`src/rtl/mdl_phase_acc.sv`:
```
// mdl_phase_acc -- per-slot phase accumulator ring for an FM operator pipeline.
// Four-stage pipeline (frequency lookup, octave/detune, multiplier, accumulate)
// feeding a SLOTS-deep circular shift register of 20-bit phase accumulators.
// Optional feature macro: IKA2151_PG_DT1_EN enables the DT1 detune offset;
// without it i_DT1 is ignored and no detune logic is built.
module mdl_phase_acc #(
    parameter int SLOTS = 32
) (
    input  logic        i_EMUCLK,
    input  logic        i_MRST_n,
    input  logic        i_phi1_PCEN_n,
    input  logic        i_phi1_NCEN_n,
    input  logic        i_CYCLE_0,
    input  logic [12:0] i_PITCHVAL,
    input  logic [2:0]  i_DT1,
    input  logic [3:0]  i_MUL,
    input  logic        i_PHASE_RST,
    output logic [9:0]  o_PHASE,
    output logic [4:0]  o_SLOT
);

    // Pipeline registers; stage N holds the slot presented N enables ago.
    logic [11:0] s1_f;
    logic [2:0]  s1_oct;
    logic [3:0]  s1_mul;
    logic        s1_rst;
    logic [4:0]  s1_slot;
    logic [16:0] s2_inc;
    logic [3:0]  s2_mul;
    logic        s2_rst;
    logic [4:0]  s2_slot;
    logic [19:0] s3_step;
    logic        s3_rst;
    logic [4:0]  s3_slot;
    logic [19:0] ring [SLOTS];

    logic        en;
    logic [2:0]  oct;
    logic [3:0]  note;
    logic [3:0]  note_adj;
    logic [3:0]  idx;
    logic [5:0]  frac;
    logic [11:0] base;
    logic [7:0]  delta;
    logic [11:0] f_next;
    logic [4:0]  slot_next;
    logic [16:0] inc_base;
    logic [16:0] inc_next;
    logic [19:0] step_next;
    logic [19:0] acc_old;
    logic [19:0] acc_new;
    logic        unused_ok;

    assign en   = ~i_phi1_NCEN_n;
    assign oct  = i_PITCHVAL[12:10];
    assign note = i_PITCHVAL[9:6];
    assign frac = i_PITCHVAL[5:0];

    // Notes come in groups of four with only three valid; code 3 aliases code 2.
    assign note_adj = (note[1:0] == 2'b11) ? {note[3:2], 2'b10} : note;
    assign idx      = note_adj - {2'b00, note_adj[3:2]};

    // Base frequency and per-note interpolation slope for one octave.
    always_comb begin
        base  = 12'd0;
        delta = 8'd0;
        case (idx)
            4'd0:  begin base = 12'd1299; delta = 8'd77;  end
            4'd1:  begin base = 12'd1376; delta = 8'd82;  end
            4'd2:  begin base = 12'd1458; delta = 8'd87;  end
            4'd3:  begin base = 12'd1545; delta = 8'd92;  end
            4'd4:  begin base = 12'd1637; delta = 8'd97;  end
            4'd5:  begin base = 12'd1734; delta = 8'd103; end
            4'd6:  begin base = 12'd1837; delta = 8'd109; end
            4'd7:  begin base = 12'd1946; delta = 8'd116; end
            4'd8:  begin base = 12'd2062; delta = 8'd123; end
            4'd9:  begin base = 12'd2185; delta = 8'd130; end
            4'd10: begin base = 12'd2315; delta = 8'd137; end
            4'd11: begin base = 12'd2452; delta = 8'd146; end
            default: begin base = 12'd0; delta = 8'd0; end
        endcase
    end

    assign f_next = base + 12'(({6'd0, delta} * {8'd0, frac}) >> 6);

    // A cycle-0 marker always wins so a drifted counter realigns by itself.
    assign slot_next = i_CYCLE_0                   ? 5'd0 :
                       (s1_slot == 5'(SLOTS - 1))  ? 5'd0 :
                                                     s1_slot + 5'd1;

    // Octave scaling; the two dropped LSBs are the fixed-point alignment.
    assign inc_base = 17'(({7'd0, s1_f} << s1_oct) >> 2);

`ifdef IKA2151_PG_DT1_EN
    logic [2:0]  s1_dt1;
    logic [16:0] dt1_ofs;

    assign dt1_ofs  = 17'(s1_dt1[1:0]) * (17'(s1_oct) + 17'd1);
    // Detune wraps modulo 2^17 rather than clamping.
    assign inc_next = s1_dt1[2] ? (inc_base - dt1_ofs) : (inc_base + dt1_ofs);

    // Detune control delayed to line up with the octave stage.
    always_ff @(posedge i_EMUCLK or negedge i_MRST_n) begin
        if (!i_MRST_n)  s1_dt1 <= 3'd0;
        else if (en)    s1_dt1 <= i_DT1;
    end

    assign unused_ok = &{1'b0, i_phi1_PCEN_n};
`else
    assign inc_next  = inc_base;
    assign unused_ok = &{1'b0, i_phi1_PCEN_n, i_DT1};
`endif

    // MUL=0 means one half; otherwise an integer multiple truncated to 20 bits.
    assign step_next = (s2_mul == 4'd0) ? {4'd0, s2_inc[16:1]}
                                        : 20'({3'd0, s2_inc} * {16'd0, s2_mul});

    // Key-on forces the accumulator to exactly zero, not zero plus step.
    assign acc_old = ring[SLOTS-1];
    assign acc_new = s3_rst ? 20'd0 : (acc_old + s3_step);

    // Pipeline, accumulator ring and outputs advance once per enable.
    always_ff @(posedge i_EMUCLK or negedge i_MRST_n) begin
        if (!i_MRST_n) begin
            s1_f    <= 12'd0;
            s1_oct  <= 3'd0;
            s1_mul  <= 4'd0;
            s1_rst  <= 1'b0;
            s1_slot <= 5'd0;
            s2_inc  <= 17'd0;
            s2_mul  <= 4'd0;
            s2_rst  <= 1'b0;
            s2_slot <= 5'd0;
            s3_step <= 20'd0;
            s3_rst  <= 1'b0;
            s3_slot <= 5'd0;
            for (int i = 0; i < SLOTS; i++) ring[i] <= 20'd0;
            o_PHASE <= 10'd0;
            o_SLOT  <= 5'd0;
        end else if (en) begin
            s1_f    <= f_next;
            s1_oct  <= oct;
            s1_mul  <= i_MUL;
            s1_rst  <= i_PHASE_RST;
            s1_slot <= slot_next;
            s2_inc  <= inc_next;
            s2_mul  <= s1_mul;
            s2_rst  <= s1_rst;
            s2_slot <= s1_slot;
            s3_step <= step_next;
            s3_rst  <= s2_rst;
            s3_slot <= s2_slot;
            for (int i = SLOTS - 1; i > 0; i--) ring[i] <= ring[i-1];
            ring[0] <= acc_new;
            o_PHASE <= acc_new[19:10];
            o_SLOT  <= s3_slot;
        end
    end

endmodule
```
`config.mk`:
```
export PLATFORM = sky130hd
export DESIGN_NAME = mdl_phase_acc
export DESIGN_NICKNAME = d
export VERILOG_FILES = /design/src/rtl/mdl_phase_acc.sv
export SDC_FILE = /design/constraint.sdc
export NUM_CORES = 1
export LEC_CHECK = 0
export CORE_ASPECT_RATIO = 1.4
export CORE_UTILIZATION = 60
export DETAILED_ROUTE_END_ITERATION = 16
export PLACE_DENSITY = 0.88
export SLEW_MARGIN = 10
export SYNTH_ARGS = -nofsm -noshare
export SYNTH_HDL_FRONTEND = slang
export SYNTH_SLANG_ARGS = --single-unit
```
`constraint.sdc`:
```
create_clock -name i_EMUCLK -period 5.8 [get_ports i_EMUCLK]
set_input_delay 1.16 -clock i_EMUCLK [delete_from_list [all_inputs] [get_ports i_EMUCLK]]
set_output_delay 1.16 -clock i_EMUCLK [all_outputs]
set_load 0.02 [all_outputs]
```
==> impl_results.md, run 1 <==
- Clk Latency, worst-skew pair: 0.61 ns
- Number of cells in the finished layout apart from fillers: 3141
- Fraction of synthesized cell area in xor and xnor cells: 1.42%
- Synth-to-layout area growth: 13.4%
- Die width: 197 microns
- Average routed wire per standard cell: 17.8 microns
- Area of all placed cells without fillers: roughly 36000 sq um
- Synth unique cells: 63
- Total Nets Final: around 2600
- Master of the slowest instance on the critical path: fa_2
- Number of port buffers: 36
- Max H-tree Level: 3
- Total GRT Usage: a little over a fifth
- Reg clk slew, reported paths: around 0.060 ns
- Vias: between 15000 and 20000
- Instance count after placement with tap cells included: 3011
- Global-route wire length before repair: 95.4 mm
- Area of the placeable core: roughly 52000 sq um
- Hold path endpoint: s1_f[6]
- Slowest Stage Delay on Critical Path: between 0.5 and 0.6 ns
- Switching power as a share of total power: between 20% and 30%
- Combined area of the multi-input logic cells: between 10000 and 15000 sq um
- Power density relative to cell area: approximately 470 nW/um^2
- Sequential fraction of the synthesis area: approximately 57%
- Worst R2R Start: s2_mul[3]
- Total congestion overflow after global routing: 0
- Outcome: complete, but fails checks
- Pin count of the biggest net entering global routing: about 140
- Via count normalized by instance count: ~5.6
- Remaining design rule violation count: 0
- Initial core utilization: roughly 60%
- Switching component of the power: 0.00488 W
- Average footprint of a synthesized cell: approximately 14 sq um
- Area fraction in compound gates after synthesis: about 4.2%
- Destination of the worst register-to-register timing path: s3_step[15]
- Routability-driven placement congestion ratio: between 0.8 and 0.9
- Yosys synthesis warning count: 0
- Share of the clock period used by the worst path after layout: 117%
- Yosys reg bits: 723
- Number of enable-type register cells in the synthesized netlist: 0
- Layout cells sized above 1: about two fifths
- WP buf/inv: 9
- Half-perimeter wire length after detailed placement: ~35 mm
- Count of cells along the worst hold path: 2
- Depth of the worst register-to-register path: 14
- Mux share of post-synthesis cell area: 24.0%
- Critical path required time: ~6.2 ns
- Instance area after placement: between 30000 and 40000 sq um
- Cell chosen for the clock root: clkbuf_16
- Most frequent cells in the layout: dfrtp_1, mux2_2, nand2_1
- TritonCTS sink count: ~720
- Slack of the worst reg-to-reg path: 1.18 ns
- Startpoint types: input pin
- Hold crit path type: reg2reg
- Post-route ant nets: 0
- Die extent in y: about 270 microns
- Crit path time final: a little under 7 ns
- Total area of sequential cells: between 15000 and 20000 sq um
- Violation count after the first detailed-routing iteration: between 700 and 800
- Crit-path leading delay family: adder cells
- Total Wirelength: 56.0 mm
- Fraction of power consumed by the clock network: a little over a quarter
- CTS tree: done
- Std cell rows: 99
- Kind of end point of the critical path: register
- Leak: around 18 nW
- Max Fanout on Critical Path: 5
- Antenna diodes: 0
- Setup repair after global routing missed its margin: true
- Cell mode on critical path: buf_6
- Final Slew Violations: 0
- Number of iterations in the first detailed-routing pass: 5
- Area of the die: between 50000 and 60000 sq um
- Comb pwr share: a little over a quarter
- Most common cell after layout, fill and taps aside: dfrtp_1
- Data arrival time of the worst path: a little over 7 ns
- Final setup margin: -0.996 ns
- Actual transition at the worst max-transition pin: 1.20 ns
- Maximum clock skew at final layout: around 0.027 ns
- Synthesized Nets: ~2500
- Async set or reset register ratio after synthesis: between 90% and 100%
- Maximum number of buffers from clock root to sink: 3
- Hold path startpoint: s1_f[6]
- Combinational family with the most area after synthesis: multiplexers
- Count of final hold-check violations: 0
- Slew Limit Headroom: between 10% and 20%
- Peak supply drop: slightly above 0.4 mV
- Max Fclk: 147 MHz
- Violated checks: setup timing
- Fraction of the mapped netlist area in simple logic gates: between 4 and 5%
- Synthesized instance count: 2300
- Final setup fails: 11
- Share of power burned in registers: 45.3%
- Count of max-cap constraint violations: 0
- Share of synthesized cell area in full adder, half adder and majority cells: 6.83%
- Number of I/O pins: ~40
- Filler cell count in the final layout: around 3300
- Most used flip-flop cell after synthesis: dfrtp_1
- Path type of the worst setup path: in2reg
- Vias in the first global route: about 19000
- Number of clock buffers inserted by TritonCTS: 67
- Antenna violations before repair: 0
- Internal cell power: approximately 0.012 W
- Post-synthesis cell area: roughly 32000 sq um
cells in the mapped netlist, types with 6 or more instances:
master | n | area, sq um
dfrtp_1 | 723 | 18100
mux2_2 | 665 | 7490
nand2_1 | 142 | 533
clkbuf_1 | 98 | 368
ha_1 | 83 | 1040
inv_1 | 80 | 300
o21ai_0 | 72 | 360
fa_1 | 57 | 1140
and2_1 | 49 | 307
a21oi_1 | 46 | 230
nor2_1 | 37 | 139
xnor2_1 | 29 | 254
a22o_1 | 22 | 193
xor2_1 | 21 | 184
mux2i_1 | 19 | 190
a21o_1 | 16 | 120
nand2b_1 | 14 | 87.6
and3_1 | 13 | 81.3
buf_4 | 11 | 82.6
nor3_1 | 11 | 55.1
o21bai_1 | 7 | 52.6
buf_1 | 6 | 22.5
nand3_1 | 6 | 30.0
o31ai_1 | 6 | 45.0
timing repair:
item	4_1_cts	5_1_grt
hold buffers	0	0
setup buffers	15	2
pin swaps	37	37
hold endpoints to repair	0	0
setup endpoints to repair	12	12
gates resized for setup	36	31
sequential cells by signal, summed over array words and instances, names as in the netlist, 5 cells and up:
signal	cells
acc_old	20
o_PHASE	10
o_SLOT	5
ring	610
s1_f	12
s1_slot	5
s2_inc	17
s2_slot	5
s3_slot	5
s3_step	20
worst register-to-register path, cell delays in order (launching register included):
cell      delay [ns]
dfrtp_1         0.81
nand2_1         0.17
fa_1            0.54
fa_1            0.56
inv_1           0.07
ha_1            0.32
a211oi_1        0.29
o211ai_1        0.20
a32o_1          0.27
o21ai_0         0.28
a21oi_1         0.17
a21oi_1         0.24
xor2_1          0.18
o21ai_0         0.12
mux2_2          0.29
how the worst max path moves through the flow:
| stage | from | end | slack (ns) | cells after the start |
|---|---|---|---|---|
| 2_1_floorplan | i_PITCHVAL[7] | s1_f[9] | -1.21 | 27 |
| 3_3_place_gp | i_PITCHVAL[7] | s1_f[9] | -2.01 | 32 |
| 3_5_place_dp | i_PITCHVAL[7] | s1_f[11] | -2.16 | 32 |
| 4_1_cts | i_PITCHVAL[7] | s1_f[8] | -1.07 | 30 |
| 5_1_grt | i_PITCHVAL[7] | s1_f[10] | -1.22 | 35 |
| 6_report | i_PITCHVAL[7] | s1_f[10] | -1.0 | 35 |
stage by stage:
| stage | worst slack (ns) | TNS (ns) | util, % | power (W) | hold slack [ns] |
|---|---|---|---|---|---|
| floorplan | -1.21 | -9.05 | - | 0.0105 | 0.443 |
| global placement | -2.01 | -19.19 | 64.1 | 0.0115 | 0.469 |
| detailed placement | -2.16 | -21.00 | 64.1 | 0.0119 | 0.465 |
| CTS | -1.07 | -8.43 | 68.9 | 0.0168 | 0.499 |
| global route | -1.22 | -9.77 | 69.1 | 0.0178 | 0.511 |
| finish | -0.996 | -7.64 | 69.1 | 0.0168 | 0.497 |
logic make-up (layout without fill, tap and decap cells):
family | count (synthesis) | in the layout
simple gates | 291 | 291
mux | 684 | 684
xor+xnor | 51 | 51
buf+inv | 200 | 334
flops | 723 | 723
compound gates | 211 | 211
fa+ha+maj | 140 | 140
power by group through the flow:
stage	Clock (W)	Combinational [W]	Sequential (W)
5_1_grt	0.00491	0.00508	0.00782
3_5_place_dp	0	0.00427	0.00765
4_1_cts	0.00472	0.00449	0.00763
2_1_floorplan	0	0.00328	0.00724
6_report	0.00462	0.00459	0.00762
3_3_place_gp	0	0.00404	0.00751
layer usage:
layer	routed length (microns)	vias to the layer above	global-route usage, %
met5	0	-	0
met4	1450	0	8.04
met3	1540	100	2.98
met2	30000	254	39.2
met1	22900	9026	27.0
li1	-	8140	-
layout make-up:
class                   count  area share, %
repair buffers            135           3.39
inverters                  81          0.892
clock inverters            20          0.881
clock buffers              98           5.63
flip-flops and latches    723           50.0
multi-input cells        1377           36.8
well taps                 707           2.44
Note: power is estimated with default switching activity, not from simulation.
==> run 2, diff against run 1 <==
Settings changed: GPL_TIMING_DRIVEN set to 0, SKIP_CTS_REPAIR_TIMING set to 1.
==> run 2 against run 1 <==
- via count rose by 5.0%
- critical path depth fell by 4
- the flow still finishes with violations (setup timing)
- core utilization fell by 0.23 points
- largest power group unchanged
- critical endpoint is now s1_f[11]
- critical path type unchanged
==> impl_results.md, run 2 (same netlist as run 1, synthesis figures left out) <==
- Kind of end point of the critical path: register
- Cell chosen for the clock root: clkbuf_16
- Slowest Stage Delay on Critical Path: just over 0.6 ns
- Vias: about 18000
- Initial core utilization: between 60% and 70%
- Area of all placed cells without fillers: around 36000 sq um
- Max H-tree Level: 3
- Pin count of the biggest net entering global routing: ~120
- Final setup fails: 11
- Number of clock buffers inserted by TritonCTS: 67
- Max Fclk: about 140 MHz
- Filler cell count in the final layout: between 3000 and 4000
- Leak: approximately 18 nW
- Instance area after placement: 33500 sq um
- Synth-to-layout area growth: 13.0%
- Post-route ant nets: 0
- Setup repair after global routing missed its margin: true
- Highest Signal Layer: met4
- Total Wirelength: approximately 66 mm
- Area of the placeable core: ~52000 sq um
- TritonCTS sink count: 723
- Via count normalized by instance count: 5.76
- Most common cell after layout, fill and taps aside: dfrtp_1
- Outcome: complete, but fails checks
- Total GRT Usage: 25.1%
- Maximum clock skew at final layout: around 0.024 ns
- Number of iterations in the first detailed-routing pass: 7
- Area of the die: about 54000 sq um
- Global-route wire length before repair: 107 mm
- Antenna diodes: 0
- Antenna violations before repair: 0
- Met3 wire length: 1.95 mm
- Reg clk slew, reported paths: 0.06 ns
- Max Fanout on Critical Path: 5
- Most frequent cells in the layout: dfrtp_1, mux2_2, nand2_1
- Met2 WL post-DR: approximately 36 mm
- Die extent in y: 275 microns
- Count of final hold-check violations: 0
- Hold crit path type: reg2reg
- Violation count after the first detailed-routing iteration: 1045
- Maximum number of buffers from clock root to sink: 3
- Number of cells in the finished layout apart from fillers: 3190
- Instance count after placement with tap cells included: ~3000
- Slew Limit Headroom: ~33%
- Total Nets Final: ~2600
- Crit path time final: between 6 and 7 ns
- Largest reg by FF count: ring
- Share of the clock period used by the worst path after layout: 121%
- Number of I/O pins: 41
- Number of port buffers: 35
- Std cell rows: just under 100
- Total congestion overflow after global routing: 0
- Final Slew Violations: 0
- Vias in the first global route: around 20000
- Pre-CTS worst setup slack: -2.48 ns
- Half-perimeter wire length after detailed placement: ~43 mm
- Post-route met1 wirelength: between 20 and 30 mm
- Count of max-cap constraint violations: 0
- Remaining design rule violation count: 0
- Power density relative to cell area: approximately 460 nW/um^2
- Startpoint types: input pin
- Average routed wire per standard cell: 20.5 microns
- Flip-flop count of the largest register after layout: between 600 and 700
- Final setup margin: -1.19 ns
- Data arrival time of the worst path: roughly 7.4 ns
- Critical path required time: roughly 6.2 ns
- CTS tree: done
- Path type of the worst setup path: in2reg
- Routability-driven placement congestion ratio: about 0.90
- Actual transition at the worst max-transition pin: 0.999 ns
- Violated checks: setup timing
- Peak supply drop: between 0.3 and 0.4 mV
- Die width: 197 microns
- Master of the slowest instance on the critical path: fa_2
- Clk Latency, worst-skew pair: ~0.60 ns
- Layout cells sized above 1: 35.7%
==> run 2: cell types whose count changed in the layout (fill, tap and decap cells not counted), sizes merged <==
cell / change
clkinvlp: -1
buf: -46
bufinv: -5
dlymetal6s2s: +1
clkbuf: +92
clkinv: +8
==> run 2: report_power, final <==
group          switching (W)  internal, W  total (W)
Combinational        0.00215      0.00244    0.00458
Clock                0.00191      0.00251    0.00442
Sequential           0.00109      0.00664    0.00773
Total                0.00515       0.0116     0.0167
==> run 2: worst max-delay path, delay by kind of cell <==
kind	cells	cell delay (ns)
mux	1	0.26
compound gates	9	1.20
fa+ha+maj	8	3.04
xor+xnor	1	0.14
simple gates	7	1.16
buf+inv	5	0.44
==> run 2: through the flow <==
step | setup TNS [ns] | hold slack [ns] | total power, W | utilization, %
5_1_grt | -10.78 | 0.500 | 0.0176 | 68.9
3_3_place_gp | - | 0.479 | 0.0115 | 63.5
6_report | -8.95 | 0.488 | 0.0167 | 68.9
4_1_cts | -16.75 | 0.488 | 0.0165 | 68.1
2_1_floorplan | -9.05 | 0.443 | 0.0105 | -
3_5_place_dp | -24.09 | 0.486 | 0.0119 | 63.8
==> run 2: final timing paths <==
check | startpoint | to | slack (ns) | cells past startpoint
setup reg to reg | s2_mul[3] | s3_step[16] | 1.11 | 16
setup / recovery | i_PITCHVAL[7] | s1_f[11] | -1.19 | 31
max in group asynchronous | i_MRST_n | s1_oct[0] | 3.24 | 4
hold / removal | ring[609] | ring[589] | 0.49 | 1
min in group asynchronous | i_MRST_n | ring[226] | 0.50 | 1
hold reg to reg | ring[609] | ring[589] | 0.49 | 1
==> run 2: cell type report <==
class	count	area (sq um)	area share (%)
flip-flops and latches	723	18100	50.1
well taps	707	885	2.45
inverters	81	323	0.895
clock inverters	22	238	0.659
multi-input cells	1377	13300	36.9
clock buffers	94	1990	5.51
repair buffers	67	722	2.00
plain buffers	119	515	1.43
==> run 2: metal layers <==
metal	GRT usage [%]	up-vias
met4	12.2	0
met5	0	-
li1	-	8241
met1	29.1	9554
met3	2.68	163
met2	46.2	430
